### src/rtl/lnrv_icb2axi_if.sv
// ICB and AXI4 bus bundles used by the ICB-to-AXI bridge.
// The ICB bundle carries command and response channels.
// The AXI bundle carries the five single-beat AXI4 channels.

interface lnrv_icb_if #(
    parameter int P_ADDR_WIDTH = 32,
    parameter int P_DATA_WIDTH = 32
);
    logic                        icb_cmd_vld;
    logic                        icb_cmd_rdy;
    logic                        icb_cmd_write;
    logic [P_ADDR_WIDTH-1:0]     icb_cmd_addr;
    logic [P_DATA_WIDTH-1:0]     icb_cmd_wdata;
    logic [P_DATA_WIDTH/8-1:0]   icb_cmd_wstrb;
    logic                        icb_rsp_vld;
    logic                        icb_rsp_rdy;
    logic                        icb_rsp_err;
    logic [P_DATA_WIDTH-1:0]     icb_rsp_rdata;

    modport master (
        output icb_cmd_vld, icb_cmd_write, icb_cmd_addr, icb_cmd_wdata, icb_cmd_wstrb, icb_rsp_rdy,
        input  icb_cmd_rdy, icb_rsp_vld, icb_rsp_err, icb_rsp_rdata
    );
    modport slave (
        input  icb_cmd_vld, icb_cmd_write, icb_cmd_addr, icb_cmd_wdata, icb_cmd_wstrb, icb_rsp_rdy,
        output icb_cmd_rdy, icb_rsp_vld, icb_rsp_err, icb_rsp_rdata
    );
endinterface

interface lnrv_axi_if #(
    parameter int P_ADDR_WIDTH = 32,
    parameter int P_DATA_WIDTH = 32
);
    logic                        axi_awvalid;
    logic                        axi_awready;
    logic [P_ADDR_WIDTH-1:0]     axi_awaddr;
    logic [3:0]                  axi_awid;
    logic [7:0]                  axi_awlen;
    logic [2:0]                  axi_awsize;
    logic [1:0]                  axi_awburst;
    logic                        axi_awlock;
    logic [3:0]                  axi_awcache;
    logic [2:0]                  axi_awprot;
    logic                        axi_wvalid;
    logic                        axi_wready;
    logic [P_DATA_WIDTH-1:0]     axi_wdata;
    logic [P_DATA_WIDTH/8-1:0]   axi_wstrb;
    logic                        axi_wlast;
    logic                        axi_bvalid;
    logic                        axi_bready;
    logic [1:0]                  axi_bresp;
    logic [3:0]                  axi_bid;
    logic                        axi_arvalid;
    logic                        axi_arready;
    logic [P_ADDR_WIDTH-1:0]     axi_araddr;
    logic [3:0]                  axi_arid;
    logic [7:0]                  axi_arlen;
    logic [2:0]                  axi_arsize;
    logic [1:0]                  axi_arburst;
    logic                        axi_arlock;
    logic [3:0]                  axi_arcache;
    logic [2:0]                  axi_arprot;
    logic                        axi_rvalid;
    logic                        axi_rready;
    logic [P_DATA_WIDTH-1:0]     axi_rdata;
    logic [1:0]                  axi_rresp;
    logic                        axi_rlast;
    logic [3:0]                  axi_rid;

    modport master (
        output axi_awvalid, axi_awaddr, axi_awid, axi_awlen, axi_awsize, axi_awburst,
               axi_awlock, axi_awcache, axi_awprot,
               axi_wvalid, axi_wdata, axi_wstrb, axi_wlast, axi_bready,
               axi_arvalid, axi_araddr, axi_arid, axi_arlen, axi_arsize, axi_arburst,
               axi_arlock, axi_arcache, axi_arprot, axi_rready,
        input  axi_awready, axi_wready, axi_bvalid, axi_bresp, axi_bid,
               axi_arready, axi_rvalid, axi_rdata, axi_rresp, axi_rlast, axi_rid
    );
    modport slave (
        input  axi_awvalid, axi_awaddr, axi_awid, axi_awlen, axi_awsize, axi_awburst,
               axi_awlock, axi_awcache, axi_awprot,
               axi_wvalid, axi_wdata, axi_wstrb, axi_wlast, axi_bready,
               axi_arvalid, axi_araddr, axi_arid, axi_arlen, axi_arsize, axi_arburst,
               axi_arlock, axi_arcache, axi_arprot, axi_rready,
        output axi_awready, axi_wready, axi_bvalid, axi_bresp, axi_bid,
               axi_arready, axi_rvalid, axi_rdata, axi_rresp, axi_rlast, axi_rid
    );
endinterface

### src/rtl/lnrv_icb2axi.sv
// ICB slave to AXI4 master bridge. One command at a time is turned into a
// single-beat AXI transaction and its AXI response is returned as one ICB
// response. No bursts, no reordering, one outstanding transaction.

module lnrv_icb2axi #(
    parameter int         P_ADDR_WIDTH = 32,
    parameter int         P_DATA_WIDTH = 32,
    parameter logic [3:0] P_AXI_ID     = 4'h0
) (
    input  logic          clk,
    input  logic          reset,
    lnrv_icb_if.slave     icb,
    lnrv_axi_if.master    axi
);
    localparam int         LP_STRB_WIDTH = P_DATA_WIDTH / 8;
    localparam logic [2:0] LP_AXI_SIZE   = 3'($clog2(LP_STRB_WIDTH));

    typedef enum logic [2:0] {
        IDLE    = 3'd0,
        WR_REQ  = 3'd1,
        WR_RSP  = 3'd2,
        RD_REQ  = 3'd3,
        RD_RSP  = 3'd4,
        ICB_RSP = 3'd5
    } state_t;

    state_t                      r_state;
    logic                        r_cmd_rdy;
    logic                        r_awvalid;
    logic                        r_wvalid;
    logic                        r_aw_done;
    logic                        r_w_done;
    logic                        r_bready;
    logic                        r_arvalid;
    logic                        r_rready;
    logic                        r_rsp_vld;
    logic                        r_rsp_err;
    logic [P_DATA_WIDTH-1:0]     r_rsp_rdata;
    logic [P_ADDR_WIDTH-1:0]     r_addr;
    logic [P_DATA_WIDTH-1:0]     r_wdata;
    logic [LP_STRB_WIDTH-1:0]    r_wstrb;
    logic                        r_write;

    logic w_aw_hs;
    logic w_w_hs;
    logic w_aw_all;
    logic w_w_all;
    logic w_unused_ok;

    assign w_aw_hs  = r_awvalid & axi.axi_awready;
    assign w_w_hs   = r_wvalid & axi.axi_wready;
    assign w_aw_all = r_aw_done | w_aw_hs;
    assign w_w_all  = r_w_done | w_w_hs;

    // IDs, last flag of the read beat and the registered command direction
    // carry no information for a single outstanding single-beat transfer.
    assign w_unused_ok = ^{axi.axi_bid, axi.axi_rid, axi.axi_rlast, r_write};

    // Bridge state machine: every handshake output is a register updated on transitions.
    always_ff @(posedge clk) begin
        if (reset) begin
            r_state     <= IDLE;
            r_cmd_rdy   <= 1'b1;
            r_awvalid   <= 1'b0;
            r_wvalid    <= 1'b0;
            r_aw_done   <= 1'b0;
            r_w_done    <= 1'b0;
            r_bready    <= 1'b0;
            r_arvalid   <= 1'b0;
            r_rready    <= 1'b0;
            r_rsp_vld   <= 1'b0;
            r_rsp_err   <= 1'b0;
            r_rsp_rdata <= '0;
            r_addr      <= '0;
            r_wdata     <= '0;
            r_wstrb     <= '0;
            r_write     <= 1'b0;
        end else begin
            case (r_state)
                IDLE: begin
                    if (icb.icb_cmd_vld && r_cmd_rdy) begin
                        r_addr    <= icb.icb_cmd_addr;
                        r_wdata   <= icb.icb_cmd_wdata;
                        r_wstrb   <= icb.icb_cmd_wstrb;
                        r_write   <= icb.icb_cmd_write;
                        r_cmd_rdy <= 1'b0;
                        if (icb.icb_cmd_write) begin
                            r_state   <= WR_REQ;
                            r_awvalid <= 1'b1;
                            r_wvalid  <= 1'b1;
                            r_aw_done <= 1'b0;
                            r_w_done  <= 1'b0;
                        end else begin
                            r_state   <= RD_REQ;
                            r_arvalid <= 1'b1;
                        end
                    end
                end
                WR_REQ: begin
                    // Address and data channels complete independently, in any order.
                    if (w_aw_hs) begin
                        r_awvalid <= 1'b0;
                        r_aw_done <= 1'b1;
                    end
                    if (w_w_hs) begin
                        r_wvalid <= 1'b0;
                        r_w_done <= 1'b1;
                    end
                    if (w_aw_all && w_w_all) begin
                        r_state  <= WR_RSP;
                        r_bready <= 1'b1;
                    end
                end
                WR_RSP: begin
                    if (axi.axi_bvalid) begin
                        r_rsp_err   <= (axi.axi_bresp != 2'b00);
                        r_rsp_rdata <= '0;
                        r_bready    <= 1'b0;
                        r_rsp_vld   <= 1'b1;
                        r_state     <= ICB_RSP;
                    end
                end
                RD_REQ: begin
                    if (axi.axi_arready) begin
                        r_arvalid <= 1'b0;
                        r_rready  <= 1'b1;
                        r_state   <= RD_RSP;
                    end
                end
                RD_RSP: begin
                    // EXOKAY counts as an error: exclusive accesses are never issued.
                    if (axi.axi_rvalid) begin
                        r_rsp_rdata <= axi.axi_rdata;
                        r_rsp_err   <= (axi.axi_rresp != 2'b00);
                        r_rready    <= 1'b0;
                        r_rsp_vld   <= 1'b1;
                        r_state     <= ICB_RSP;
                    end
                end
                ICB_RSP: begin
                    if (icb.icb_rsp_rdy) begin
                        r_rsp_vld <= 1'b0;
                        r_cmd_rdy <= 1'b1;
                        r_state   <= IDLE;
                    end
                end
                default: begin
                    r_state   <= IDLE;
                    r_cmd_rdy <= 1'b1;
                    r_awvalid <= 1'b0;
                    r_wvalid  <= 1'b0;
                    r_bready  <= 1'b0;
                    r_arvalid <= 1'b0;
                    r_rready  <= 1'b0;
                    r_rsp_vld <= 1'b0;
                end
            endcase
        end
    end

    assign icb.icb_cmd_rdy   = r_cmd_rdy;
    assign icb.icb_rsp_vld   = r_rsp_vld;
    assign icb.icb_rsp_err   = r_rsp_err;
    assign icb.icb_rsp_rdata = r_rsp_rdata;

    assign axi.axi_awvalid = r_awvalid;
    assign axi.axi_awaddr  = r_addr;
    assign axi.axi_awid    = P_AXI_ID;
    assign axi.axi_awlen   = 8'h00;
    assign axi.axi_awsize  = LP_AXI_SIZE;
    assign axi.axi_awburst = 2'b01;
    assign axi.axi_awlock  = 1'b0;
    assign axi.axi_awcache = 4'h0;
    assign axi.axi_awprot  = 3'b000;
    assign axi.axi_wvalid  = r_wvalid;
    assign axi.axi_wdata   = r_wdata;
    assign axi.axi_wstrb   = r_wstrb;
    assign axi.axi_wlast   = 1'b1;
    assign axi.axi_bready  = r_bready;
    assign axi.axi_arvalid = r_arvalid;
    assign axi.axi_araddr  = r_addr;
    assign axi.axi_arid    = P_AXI_ID;
    assign axi.axi_arlen   = 8'h00;
    assign axi.axi_arsize  = LP_AXI_SIZE;
    assign axi.axi_arburst = 2'b01;
    assign axi.axi_arlock  = 1'b0;
    assign axi.axi_arcache = 4'h0;
    assign axi.axi_arprot  = 3'b000;
    assign axi.axi_rready  = r_rready;

endmodule

### src/flat_wrapper.sv
// flat-port wrapper written by rule: the top's interface ports become plain ports
module lnrv_icb2axi_flat 
#(
    parameter int         P_ADDR_WIDTH = 32,
    parameter int         P_DATA_WIDTH = 32,
    parameter logic [3:0] P_AXI_ID     = 4'h0
)
  (clk, reset, icb_icb_cmd_vld, icb_icb_cmd_write, icb_icb_cmd_addr, icb_icb_cmd_wdata, icb_icb_cmd_wstrb, icb_icb_rsp_rdy, icb_icb_cmd_rdy, icb_icb_rsp_vld, icb_icb_rsp_err, icb_icb_rsp_rdata, axi_axi_awvalid, axi_axi_awaddr, axi_axi_awid, axi_axi_awlen, axi_axi_awsize, axi_axi_awburst, axi_axi_awlock, axi_axi_awcache, axi_axi_awprot, axi_axi_wvalid, axi_axi_wdata, axi_axi_wstrb, axi_axi_wlast, axi_axi_bready, axi_axi_arvalid, axi_axi_araddr, axi_axi_arid, axi_axi_arlen, axi_axi_arsize, axi_axi_arburst, axi_axi_arlock, axi_axi_arcache, axi_axi_arprot, axi_axi_rready, axi_axi_awready, axi_axi_wready, axi_axi_bvalid, axi_axi_bresp, axi_axi_bid, axi_axi_arready, axi_axi_rvalid, axi_axi_rdata, axi_axi_rresp, axi_axi_rlast, axi_axi_rid);
  lnrv_icb_if #(.P_ADDR_WIDTH(P_ADDR_WIDTH), .P_DATA_WIDTH(P_DATA_WIDTH)) icb_i ();
  lnrv_axi_if #(.P_ADDR_WIDTH(P_ADDR_WIDTH), .P_DATA_WIDTH(P_DATA_WIDTH)) axi_i ();
  input  logic clk;
  input  logic reset;
  input wire logic [$bits(icb_i.icb_cmd_vld)-1:0] icb_icb_cmd_vld;
  input wire logic [$bits(icb_i.icb_cmd_write)-1:0] icb_icb_cmd_write;
  input wire logic [$bits(icb_i.icb_cmd_addr)-1:0] icb_icb_cmd_addr;
  input wire logic [$bits(icb_i.icb_cmd_wdata)-1:0] icb_icb_cmd_wdata;
  input wire logic [$bits(icb_i.icb_cmd_wstrb)-1:0] icb_icb_cmd_wstrb;
  input wire logic [$bits(icb_i.icb_rsp_rdy)-1:0] icb_icb_rsp_rdy;
  output wire logic [$bits(icb_i.icb_cmd_rdy)-1:0] icb_icb_cmd_rdy;
  output wire logic [$bits(icb_i.icb_rsp_vld)-1:0] icb_icb_rsp_vld;
  output wire logic [$bits(icb_i.icb_rsp_err)-1:0] icb_icb_rsp_err;
  output wire logic [$bits(icb_i.icb_rsp_rdata)-1:0] icb_icb_rsp_rdata;
  output wire logic [$bits(axi_i.axi_awvalid)-1:0] axi_axi_awvalid;
  output wire logic [$bits(axi_i.axi_awaddr)-1:0] axi_axi_awaddr;
  output wire logic [$bits(axi_i.axi_awid)-1:0] axi_axi_awid;
  output wire logic [$bits(axi_i.axi_awlen)-1:0] axi_axi_awlen;
  output wire logic [$bits(axi_i.axi_awsize)-1:0] axi_axi_awsize;
  output wire logic [$bits(axi_i.axi_awburst)-1:0] axi_axi_awburst;
  output wire logic [$bits(axi_i.axi_awlock)-1:0] axi_axi_awlock;
  output wire logic [$bits(axi_i.axi_awcache)-1:0] axi_axi_awcache;
  output wire logic [$bits(axi_i.axi_awprot)-1:0] axi_axi_awprot;
  output wire logic [$bits(axi_i.axi_wvalid)-1:0] axi_axi_wvalid;
  output wire logic [$bits(axi_i.axi_wdata)-1:0] axi_axi_wdata;
  output wire logic [$bits(axi_i.axi_wstrb)-1:0] axi_axi_wstrb;
  output wire logic [$bits(axi_i.axi_wlast)-1:0] axi_axi_wlast;
  output wire logic [$bits(axi_i.axi_bready)-1:0] axi_axi_bready;
  output wire logic [$bits(axi_i.axi_arvalid)-1:0] axi_axi_arvalid;
  output wire logic [$bits(axi_i.axi_araddr)-1:0] axi_axi_araddr;
  output wire logic [$bits(axi_i.axi_arid)-1:0] axi_axi_arid;
  output wire logic [$bits(axi_i.axi_arlen)-1:0] axi_axi_arlen;
  output wire logic [$bits(axi_i.axi_arsize)-1:0] axi_axi_arsize;
  output wire logic [$bits(axi_i.axi_arburst)-1:0] axi_axi_arburst;
  output wire logic [$bits(axi_i.axi_arlock)-1:0] axi_axi_arlock;
  output wire logic [$bits(axi_i.axi_arcache)-1:0] axi_axi_arcache;
  output wire logic [$bits(axi_i.axi_arprot)-1:0] axi_axi_arprot;
  output wire logic [$bits(axi_i.axi_rready)-1:0] axi_axi_rready;
  input wire logic [$bits(axi_i.axi_awready)-1:0] axi_axi_awready;
  input wire logic [$bits(axi_i.axi_wready)-1:0] axi_axi_wready;
  input wire logic [$bits(axi_i.axi_bvalid)-1:0] axi_axi_bvalid;
  input wire logic [$bits(axi_i.axi_bresp)-1:0] axi_axi_bresp;
  input wire logic [$bits(axi_i.axi_bid)-1:0] axi_axi_bid;
  input wire logic [$bits(axi_i.axi_arready)-1:0] axi_axi_arready;
  input wire logic [$bits(axi_i.axi_rvalid)-1:0] axi_axi_rvalid;
  input wire logic [$bits(axi_i.axi_rdata)-1:0] axi_axi_rdata;
  input wire logic [$bits(axi_i.axi_rresp)-1:0] axi_axi_rresp;
  input wire logic [$bits(axi_i.axi_rlast)-1:0] axi_axi_rlast;
  input wire logic [$bits(axi_i.axi_rid)-1:0] axi_axi_rid;
  assign icb_i.icb_cmd_vld = icb_icb_cmd_vld;
  assign icb_i.icb_cmd_write = icb_icb_cmd_write;
  assign icb_i.icb_cmd_addr = icb_icb_cmd_addr;
  assign icb_i.icb_cmd_wdata = icb_icb_cmd_wdata;
  assign icb_i.icb_cmd_wstrb = icb_icb_cmd_wstrb;
  assign icb_i.icb_rsp_rdy = icb_icb_rsp_rdy;
  assign icb_icb_cmd_rdy = icb_i.icb_cmd_rdy;
  assign icb_icb_rsp_vld = icb_i.icb_rsp_vld;
  assign icb_icb_rsp_err = icb_i.icb_rsp_err;
  assign icb_icb_rsp_rdata = icb_i.icb_rsp_rdata;
  assign axi_axi_awvalid = axi_i.axi_awvalid;
  assign axi_axi_awaddr = axi_i.axi_awaddr;
  assign axi_axi_awid = axi_i.axi_awid;
  assign axi_axi_awlen = axi_i.axi_awlen;
  assign axi_axi_awsize = axi_i.axi_awsize;
  assign axi_axi_awburst = axi_i.axi_awburst;
  assign axi_axi_awlock = axi_i.axi_awlock;
  assign axi_axi_awcache = axi_i.axi_awcache;
  assign axi_axi_awprot = axi_i.axi_awprot;
  assign axi_axi_wvalid = axi_i.axi_wvalid;
  assign axi_axi_wdata = axi_i.axi_wdata;
  assign axi_axi_wstrb = axi_i.axi_wstrb;
  assign axi_axi_wlast = axi_i.axi_wlast;
  assign axi_axi_bready = axi_i.axi_bready;
  assign axi_axi_arvalid = axi_i.axi_arvalid;
  assign axi_axi_araddr = axi_i.axi_araddr;
  assign axi_axi_arid = axi_i.axi_arid;
  assign axi_axi_arlen = axi_i.axi_arlen;
  assign axi_axi_arsize = axi_i.axi_arsize;
  assign axi_axi_arburst = axi_i.axi_arburst;
  assign axi_axi_arlock = axi_i.axi_arlock;
  assign axi_axi_arcache = axi_i.axi_arcache;
  assign axi_axi_arprot = axi_i.axi_arprot;
  assign axi_axi_rready = axi_i.axi_rready;
  assign axi_i.axi_awready = axi_axi_awready;
  assign axi_i.axi_wready = axi_axi_wready;
  assign axi_i.axi_bvalid = axi_axi_bvalid;
  assign axi_i.axi_bresp = axi_axi_bresp;
  assign axi_i.axi_bid = axi_axi_bid;
  assign axi_i.axi_arready = axi_axi_arready;
  assign axi_i.axi_rvalid = axi_axi_rvalid;
  assign axi_i.axi_rdata = axi_axi_rdata;
  assign axi_i.axi_rresp = axi_axi_rresp;
  assign axi_i.axi_rlast = axi_axi_rlast;
  assign axi_i.axi_rid = axi_axi_rid;
  lnrv_icb2axi #(.P_ADDR_WIDTH(P_ADDR_WIDTH), .P_DATA_WIDTH(P_DATA_WIDTH), .P_AXI_ID(P_AXI_ID)) u_core (.clk(clk), .reset(reset), .icb(icb_i), .axi(axi_i));
endmodule
### config.mk
export PLATFORM = sky130hd
export DESIGN_NAME = lnrv_icb2axi_flat
export DESIGN_NICKNAME = d
export VERILOG_FILES = /design/src/rtl/lnrv_icb2axi_if.sv /design/src/rtl/lnrv_icb2axi.sv /design/src/flat_wrapper.sv
export SDC_FILE = /design/constraint.sdc
export NUM_CORES = 1
export LEC_CHECK = 0
export CAP_MARGIN = 30
export CORE_AREA = 2 2 122 124
export CTS_CLUSTER_SIZE = 30
export DETAILED_ROUTE_END_ITERATION = 16
export DIE_AREA = 0 0 124 126
export DONT_BUFFER_PORTS = 1
export GPL_ROUTABILITY_DRIVEN = 1
export SLEW_MARGIN = 20
export SYNTH_ARGS = -nofsm -noshare
export SYNTH_HDL_FRONTEND = slang
export SYNTH_SLANG_ARGS = --single-unit
### constraint.sdc
create_clock -name clk -period 4.5 [get_ports clk]
set_input_delay 1.35 -clock clk [delete_from_list [all_inputs] [get_ports clk]]
set_output_delay 1.35 -clock clk [all_outputs]
set_load 0.01 [all_outputs]
[Word level (Yosys, flattened, before mapping)]
Cells that the tools add are included.
Storage, ports and cells
  logic and storage cells: 108
  output and inout port bits: 191
  bits in registers: 113
  input bits: 123
Operators by class
  reduce and logical (&&, ||, !) cells: 25
  equality and inequality tests: 15
  bitwise gates (word level): 10
  muxes and demuxes: 43
Operators by type and width (count)
  $mux W32: 2
  $pmux W32 S2: 1
  $reduce_and A4 Y1: 6
  $mux W1: 22
  $reduce_or A4 Y1: 5
  $mux W3: 6
  $pmux W1 S3: 6
  $pmux W3 S6: 1
  $ne A2 B2 Y1 const B: 6
  $reduce_and A3 Y1: 4
  $ne A2 B1 Y1 const B: 4
  $reduce_bool A2 Y1: 4
  $eq A3 B2 Y1 const B: 2
  $eq A3 B3 Y1 const B: 2
  $not A1 Y1: 6
  $pmux W1 S2: 3
  $reduce_and A6 Y1: 1
  $pmux W1 S4: 1
  $eq A3 B1 Y1 const B: 1
  $logic_not A3 Y1: 1
  $reduce_or A3 Y1: 1
  $and A1 B1 Y1: 2
  $logic_and A1 B1 Y1: 2
  $mux W2: 1
  2 further kinds: 3

[Depth between registers and ports, before layout]
Gate-level depths: netlist of run 1.
  depth after elaboration: 5
  mapped depth: 7
  gate-level depth less buffers: 4

[Least setup slack after synthesis of run 1]
No wires, ideal clock.
  kind: input to register
  from: input port icb_icb_cmd_vld
  to: register u_core.r_addr[10], in the netlist u_core.axi.axi_araddr[10]
  stages on the path: 7
  library setup time: 0.132 ns
  required time: 4.368 ns
  path buffers: 3
  data arrival time: 2.331 ns
  setup slack: 2.036 ns
  cells stage by stage: nand2_1 or4_1 clkbuf_2 buf_6 buf_6 nand2_1 a21oi_1
On the way
  cells in the longest elaborated chain, start to end: 2
Ends and longest elaborated chain
  start: declaration: line flat_wrapper.sv:13  | input wire logic [$bits(icb_i.icb_cmd_vld)-1:0] icb_icb_cmd_vld;
  $logic_and A1 B1 Y1: line lnrv_icb2axi.sv:81  | if (icb.icb_cmd_vld && r_cmd_rdy) begin
  $reduce_and A2 Y1 (no line)
  end signal: assignment: line lnrv_icb2axi.sv:82  | r_addr <= icb.icb_cmd_addr;
  end: declaration: line lnrv_icb2axi.sv:39  | logic [P_ADDR_WIDTH-1:0] r_addr;
Every way passes these cells.
A chain may end at the register's enable or synchronous reset.

[Worst setup path after layout of run 1]
  from: input port icb_icb_cmd_vld
  to: register u_core.r_wstrb[2], in the netlist u_core.axi.axi_wstrb[2]
On the way
  cells in the longest elaborated chain, start to end: 2
Ends and longest elaborated chain
  $logic_and A1 B1 Y1: line lnrv_icb2axi.sv:81
  $reduce_and A2 Y1 (no line)
  end signal: assignment: line lnrv_icb2axi.sv:84  | r_wstrb <= icb.icb_cmd_wstrb;
  end: declaration: line lnrv_icb2axi.sv:41  | logic [LP_STRB_WIDTH-1:0] r_wstrb;
Every way passes these cells.

==> reports/qor.csv, run 1 <==
stage;metric;value;unit
synthesis;netlist_instances;580;
timing;hold_viol;0;
worst_setup_path;criticalPathCategory;in -> reg;
floorplanning;design.core.area;0.01431;mm²
timing;finalCriticalPeriod;2.777;ns
worst_setup_path;worstPathCellList;nand2_1 -> or4_2 -> buf_4 -> nand2_1 -> a21oi_1;
floorplanning;start_util;0.3376;
timing;grt_setup_unrepaired;false;
synthesis;synth_cell_types;39;
clock_tree;tritoncts;built;
synthesis;yosysWarningCount;0;
routing;drtIter0Drc;200;
synthesis;syn-mean-instance-area;8.331;µm²
routing;routedWlPerCell;15.91;µm
power;switching_share;0.3329;
clock_tree;cts_sinks;113;
grt;gr-max-usage-layer;met2;
synthesis;yosysSeqAreaShare;0.4682;
routing;drt-vias-per-instance;4.860;
grt;grt.total_usage;0.1460;
cells_and_area;finish.net_count;653;
power;leakagePower;1.856;nW
placement;dp_hpwl;8156;µm
worst_setup_path;timing.critical_path.fanout_max;48;
routing;dr_total_vias;3528;
synthesis;synthArstFlopShare;0;
placement;finalWeightedCongestion;0.7994;
clock_tree;clockBufferDepth;2;
synthesis;synthTopCellsByCount;sky130_fd_sc_hd__nand2_1 (144), sky130_fd_sc_hd__dfxtp_1 (113), sky130_fd_sc_hd__buf_4 (83);
grt;antenna_found_initial;0;
power;power.ir.vdd_worst;260.6;µV
clock_tree;cts_buffers;17;
grt;grt_use_met3;0.07835;
synthesis;synthMostInstantiatedCell;sky130_fd_sc_hd__nand2_1;
placement;placed_cells_incl_taps;695;
min_path;min_path_type;reg -> reg;
routing;ant_nets;0;
clock_tree;cts-htree-levels;4;
synthesis;synth.largest_area_cell;sky130_fd_sc_hd__dfxtp_1;
floorplanning;floorplan.die.width;124;µm
timing;final.hold.worst_slack;0.4773;ns
power;internal-power;2.288;mW
grt;met1_usage;0.1446;
routing;dr.pass1.iters;4;
placement;io_buffers;0;
worst_setup_path;crit_top_cell;sky130_fd_sc_hd__nand2_1;
worst_setup_path;worstSetupStartpointType;input port;
job;cap_violations;0;
timing;worst_pin_slew;0.9114;ns
worst_setup_path;reg2reg_setup_slack;2.09;ns
clock_tree;cts-root-buf;sky130_fd_sc_hd__clkbuf_16;
synthesis;synth_area;0.004832;mm²
cells_and_area;synthToLayoutAreaGrowth;3.988;%
cells_and_area;num_antenna_cells;0;
floorplanning;floorplan.rows;44;
grt;leftover_overflow_at_the_end_of_global_routing;0;
timing;period_utilisation_layout;0.6171;
clock_tree;clk_latency;0.40;ns
worst_setup_path;worstPathBufferInverterCount;1;
status;outcome;finished, final reports clean;
power;power.share.sequential;0.428;
worst_setup_path;crit_arrival;3.06;ns
timing;final.setup.worst_slack;1.723;ns
cells_and_area;post_layout_nonfiller_instances;726;
grt;grt_max_degree;116;
timing;achievable-frequency;360.1;MHz
power;total_power;3.430;mW
worst_setup_path;worstPathRequired;4.79;ns
placement;dp_slack;1.297;ns
floorplanning;ioPinCount;314;
clock_tree;cts.clk_slew.worst_paths;0.05;ns
synthesis;synthTopCellsByArea;sky130_fd_sc_hd__dfxtp_1 (47%), sky130_fd_sc_hd__buf_4 (13%), sky130_fd_sc_hd__nand2_1 (11%), sky130_fd_sc_hd__a21oi_1 (8.3%), sky130_fd_sc_hd__a22oi_1 (5.0%);
timing;setup-violations-final;0;
worst_setup_path;setup.worst_path.end_class;flop;
synthesis;synth-edff-count;0;
synthesis;ys_ff_latch;113;
timing;max_slew_headroom;0.3924;
routing;drc;0;
floorplanning;die_span_y;126;µm
power;total_switching_power;1.142;mW
worst_setup_path;delay_heaviest_family_cp;simple AND/OR/NAND/NOR gates;
power;power.density_cell_area;682.7;mW/mm²
cells_and_area;drive_gt1_frac;0.08303;
grt;global_route.usage.met2;0.2547;
clock_tree;holdBufCountCts;0;
worst_setup_path;critical_path.slowest_cell;sky130_fd_sc_hd__or4_2;
power;combPwrFrac;0.172;
timing;finClkSkew;0.009975;ns
power;clock_power_share;0.400;
clock_tree;post_cts_resized;0;
worst_setup_path;timing.critical_path.slowest_cell_delay;1.04;ns
synthesis;synth_largest_type_area_fraction;0.4682;
floorplanning;floorplan.die_area;0.01562;mm²
timing;report.final.slew_viol_count;0;
grt;grt_pass1_vias;3367;
routing;route.final.wire_length;11550;µm
cells_and_area;fillerInstances;1498;
synthesis;synth_top_flop_cell;sky130_fd_sc_hd__dfxtp_1;
clock_tree;postCtsSetupRepairBufs;0;
grt;grt_first_pass_wirelength;17380;µm
timing;setup-tns-final;0;ns
cells in the final DEF, fill, tap and decap left out, types with 2 or more instances in the layout:
cell type | Yosys | routed
sky130_fd_sc_hd__a211oi_1 | 2 | 2
sky130_fd_sc_hd__a21oi_1 | 80 | 80
sky130_fd_sc_hd__a22oi_1 | 32 | 32
sky130_fd_sc_hd__a311oi_1 | 2 | 2
sky130_fd_sc_hd__a31oi_1 | 4 | 4
sky130_fd_sc_hd__and3b_1 | 3 | 3
sky130_fd_sc_hd__buf_4 | 83 | 4
sky130_fd_sc_hd__bufinv_16 | 0 | 3
sky130_fd_sc_hd__clkbuf_16 | 0 | 17
sky130_fd_sc_hd__clkbuf_8 | 0 | 2
sky130_fd_sc_hd__clkinv_4 | 0 | 2
sky130_fd_sc_hd__clkinvlp_4 | 0 | 5
sky130_fd_sc_hd__conb_1 | 2 | 51
sky130_fd_sc_hd__dfxtp_1 | 113 | 113
sky130_fd_sc_hd__inv_1 | 3 | 3
sky130_fd_sc_hd__mux2i_1 | 2 | 2
sky130_fd_sc_hd__nand2_1 | 144 | 144
sky130_fd_sc_hd__nand2b_1 | 4 | 4
sky130_fd_sc_hd__nand3b_1 | 2 | 2
sky130_fd_sc_hd__nor2_1 | 39 | 38
sky130_fd_sc_hd__o21ai_0 | 4 | 4
sky130_fd_sc_hd__or2_2 | 3 | 3
metal layers:
layer	share of wire	wire, µm
met3	0.12	1402
met1	0.37	4232
met2	0.50	5757
met5	0	0
met4	0.014	161
worst reg2reg max path: stages, from the launching register on:
cell	delay (ns)
sky130_fd_sc_hd__dfxtp_1	0.54
sky130_fd_sc_hd__or4_2	1.18
sky130_fd_sc_hd__buf_4	0.42
sky130_fd_sc_hd__nand2_1	0.09
sky130_fd_sc_hd__a21oi_1	0.07
worst paths after layout:
kind / from / to / depth (start not counted)
worst max-delay path: icb_icb_cmd_vld / u_core.axi.axi_wstrb[2] / 5
worst min-delay path: u_core.r_aw_done / u_core.r_aw_done / 2
worst max register to register: u_core.r_state[0] / u_core.axi.axi_wstrb[2] / 4
worst min register to register: u_core.r_aw_done / u_core.r_aw_done / 2
flip-flops by register name, indices dropped and copies added, names as in the netlist, 3 cells and up:
register	cells
u_core.axi.axi_araddr	32
u_core.axi.axi_wstrb	4
u_core.axi.axi_wdata	32
u_core.icb.icb_rsp_rdata	32
u_core.r_state	3
final cells by class:
class / instances / area (µm²) / share of cell area
clock buffer: 19 / 452.9 / 0.09014
clock inverter: 12 / 158.9 / 0.03162
inverter: 3 / 11.26 / 0.002241
multi-input combinational: 391 / 1879 / 0.3740
sequential: 113 / 2262 / 0.4502
tap: 184 / 230.2 / 0.04582
timing repair buffer: 4 / 30.03 / 0.005976
kinds of logic after synthesis:
| kind of cell | count (synthesis) | share of synthesized area |
|---|---|---|
| simple gates | 204 | 0.1750 |
| compound gates | 134 | 0.1683 |
| buf+inv | 125 | 0.1828 |
| flops | 113 | 0.4682 |
| mux | 2 | 0.004143 |
| other cells | 2 | 0.001554 |
through the flow:
stage	util	area [µm²]
after floorplan	-	5016
after global placement	0.3080	4408
after detailed placement	0.3083	4413
after CTS	0.3510	5025
after global routing	0.3510	5025
final	0.3510	5025
power by group through the flow:
stage	Sequential [mW]	Clock, mW	Combinational [mW]
after CTS	1.47	1.41	0.599
after global placement	1.49	0	0.569
after detailed placement	1.49	0	0.598
final	1.47	1.37	0.591
after global routing	1.50	1.47	0.685
after floorplan	1.37	0	0.747
No activity file was read; power rests on OpenSTA's default activity.
==> run 2, diff against run 1 <==
--- a/config.mk
+++ b/config.mk
@@ -6,10 +6,10 @@
 export NUM_CORES = 1
 export LEC_CHECK = 0
 export CAP_MARGIN = 30
-export CORE_AREA = 2 2 122 124
+export CORE_AREA = 2 2 120 122
 export CTS_CLUSTER_SIZE = 30
 export DETAILED_ROUTE_END_ITERATION = 16
-export DIE_AREA = 0 0 124 126
+export DIE_AREA = 0 0 122 124
 export DONT_BUFFER_PORTS = 1
 export GPL_ROUTABILITY_DRIVEN = 1
 export SLEW_MARGIN = 20
==> constraint.sdc (replaced) <==
create_clock -name clk -period 2.2 [get_ports clk]
set_input_delay 0.66 -clock clk [delete_from_list [all_inputs] [get_ports clk]]
set_output_delay 0.66 -clock clk [all_outputs]
set_load 0.01 [all_outputs]
==> run 2 against run 1 <==
  * First-iteration DRC count decreased by 10%
  * Total power increased by 100%
  * Register-to-register slack got worse by 1.7 ns
  * Setup slack got worse by 1.4 ns
  * Final cell count increased by 0.69%
  * Combinational power increased by 140%
==> reports/qor.csv, run 2 (synthesis gave the netlist of run 1 again) <==
stage;metric;value;unit
status;outcome;finished, final reports clean;
clock_tree;clk_latency;0.40;ns
timing;achievable-frequency;542.2;MHz
clock_tree;cts-htree-levels;4;
timing;setup-violations-final;0;
power;combPwrFrac;0.202;
clock_tree;holdBufCountCts;0;
routing;drt-vias-per-instance;4.847;
cells_and_area;layout_common_cells;sky130_fd_sc_hd__nand2_1 (144), sky130_fd_sc_hd__dfxtp_1 (113), sky130_fd_sc_hd__a21oi_1 (80);
cells_and_area;mostFrequentLayoutCell;sky130_fd_sc_hd__nand2_1;
placement;io_buffers;0;
clock_tree;postCtsSetupRepairBufs;0;
timing;finClkSkew;0.006739;ns
routing;routedWlPerCell;15.39;µm
worst_setup_path;worstPathRequired;2.48;ns
power;power.density_cell_area;1373;mW/mm²
grt;grt_pass1_vias;3241;
timing;period_utilisation_layout;0.8383;
timing;report.final.slew_viol_count;0;
power;total_switching_power;2.319;mW
cells_and_area;synthToLayoutAreaGrowth;5.438;%
placement;finalWeightedCongestion;0.7490;
floorplanning;floorplan.rows;43;
clock_tree;post_cts_resized;0;
floorplanning;design.core.area;0.01372;mm²
power;power.share.sequential;0.415;
floorplanning;floorplan.die_area;0.01513;mm²
power;leakagePower;1.903;nW
floorplanning;start_util;0.3522;
worst_setup_path;crit_arrival;2.13;ns
worst_setup_path;timing.critical_path.fanout_max;58;
clock_tree;cts_sinks;113;
worst_setup_path;critical_path.slowest_cell;sky130_fd_sc_hd__or4_2;
clock_tree;cts-root-buf;sky130_fd_sc_hd__clkbuf_16;
floorplanning;ioPinCount;314;
placement;dp_hpwl;7975;µm
clock_tree;cts_buffers;17;
floorplanning;die_span_y;124;µm
min_path;min_path_type;in -> reg;
routing;route.final.wire_length;11250;µm
worst_setup_path;setup.worst_path.end_class;flop;
grt;grt_first_pass_wirelength;16420;µm
min_path;holdPathStages;1;
cells_and_area;num_antenna_cells;0;
power;switching_share;0.3315;
worst_setup_path;worst-r2r-cell-count;5;
routing;ant_nets;0;
timing;hold_viol;0;
worst_setup_path;timing.critical_path.slowest_cell_delay;0.72;ns
grt;grt_max_degree;116;
worst_setup_path;criticalPathCategory;reg -> reg;
clock_tree;cts.clk_slew.worst_paths;0.05;ns
worst_setup_path;worstSetupStartpointType;flop;
routing;dr_total_vias;3543;
worst_setup_path;reg2reg_setup_slack;0.36;ns
grt;antenna_found_initial;0;
cells_and_area;fillerInstances;1394;
power;clock_power_share;0.383;
job;cap_violations;0;
cells_and_area;drive_gt1_frac;0.09619;
timing;grt_setup_unrepaired;false;
cells_and_area;finish.net_count;661;
timing;setup-tns-final;0;ns
cells_and_area;utilization;0.3714;
routing;drtIter0Drc;180;
clock_tree;tritoncts;built;
clock_tree;clockBufferDepth;2;
timing;max_slew_headroom;0.5730;
timing;finalCriticalPeriod;1.844;ns
power;internal-power;4.676;mW
grt;leftover_overflow_at_the_end_of_global_routing;0;
routing;drc;0;
routing;dr.pass1.iters;4;
power;power.ir.vdd_worst;669.0;µV
grt;grt.total_usage;0.1439;
floorplanning;floorplan.die.width;122;µm
timing;worst_pin_slew;0.6405;ns
worst_setup_path;worstPathCellList;buf_4 -> or4_2 -> buf_12 -> nand2_1 -> a21oi_1;
-- run 2: power groups by stage --
| stage | registers [mW] | clock network [mW] | logic, mW |
|---|---|---|---|
| floorplan | 2.79 | 0 | 1.53 |
| global placement | 2.94 | 0 | 1.37 |
| detailed placement | 2.95 | 0 | 1.43 |
| CTS | 2.91 | 2.76 | 1.43 |
| global route | 2.96 | 2.87 | 1.62 |
| finish | 2.90 | 2.68 | 1.41 |
-- run 2: metal layers --
layer | global-route usage | up-vias | part of all wire
met5 | 0 | - | 0
met4 | 0.06106 | 0 | 0.012
met3 | 0.07692 | 14 | 0.12
met2 | 0.2542 | 218 | 0.51
met1 | 0.1404 | 1610 | 0.35
li1 | - | 1701 | -
-- run 2: worst paths after layout --
path,from,end
worst max-delay path,u_core.r_state[1],u_core.axi.axi_wdata[17]
worst min-delay path,reset,u_core.axi.axi_araddr[10]
worst max register to register,u_core.r_state[1],u_core.axi.axi_wdata[17]
worst min register to register,u_core.r_aw_done,u_core.r_aw_done
-- run 2: stage by stage --
step | cells | hold WS (ns) | power, mW | cell area (µm²) | setup slack, ns
finish | 731 | 0.3278 | 6.995 | 5095 | 0.3558
global route | 731 | 0.3012 | 7.449 | 5095 | 0.2963
CTS | 731 | 0.3046 | 7.110 | 5095 | 0.3406
detailed placement | 699 | 0.4563 | 4.385 | 4504 | 0.2294
global placement | 698 | 0.4518 | 4.312 | 4493 | 0.1321
floorplan | 629 | 0.4466 | 4.321 | 5016 | 0.4265
-- run 2: area by class of cell --
type	count	area, µm²	share of cell area
multi-input cells	391	1874	0.3679
clock buffers	20	456.7	0.08964
clock inverters	12	133.9	0.02628
well taps	180	225.2	0.04420
flip-flops and latches	113	2262	0.4440
inverters	3	11.26	0.002210
repair buffers	12	131.4	0.02579
-- run 2: worst max-delay path, delay by kind of cell (launching register included) --
family                 cells  cell delay [ns]
buffers and inverters      2             0.43
AND/OR/NAND/NOR            2             0.83
flip-flops                 1             0.37
AO/OA/AOI/OAI              1             0.07
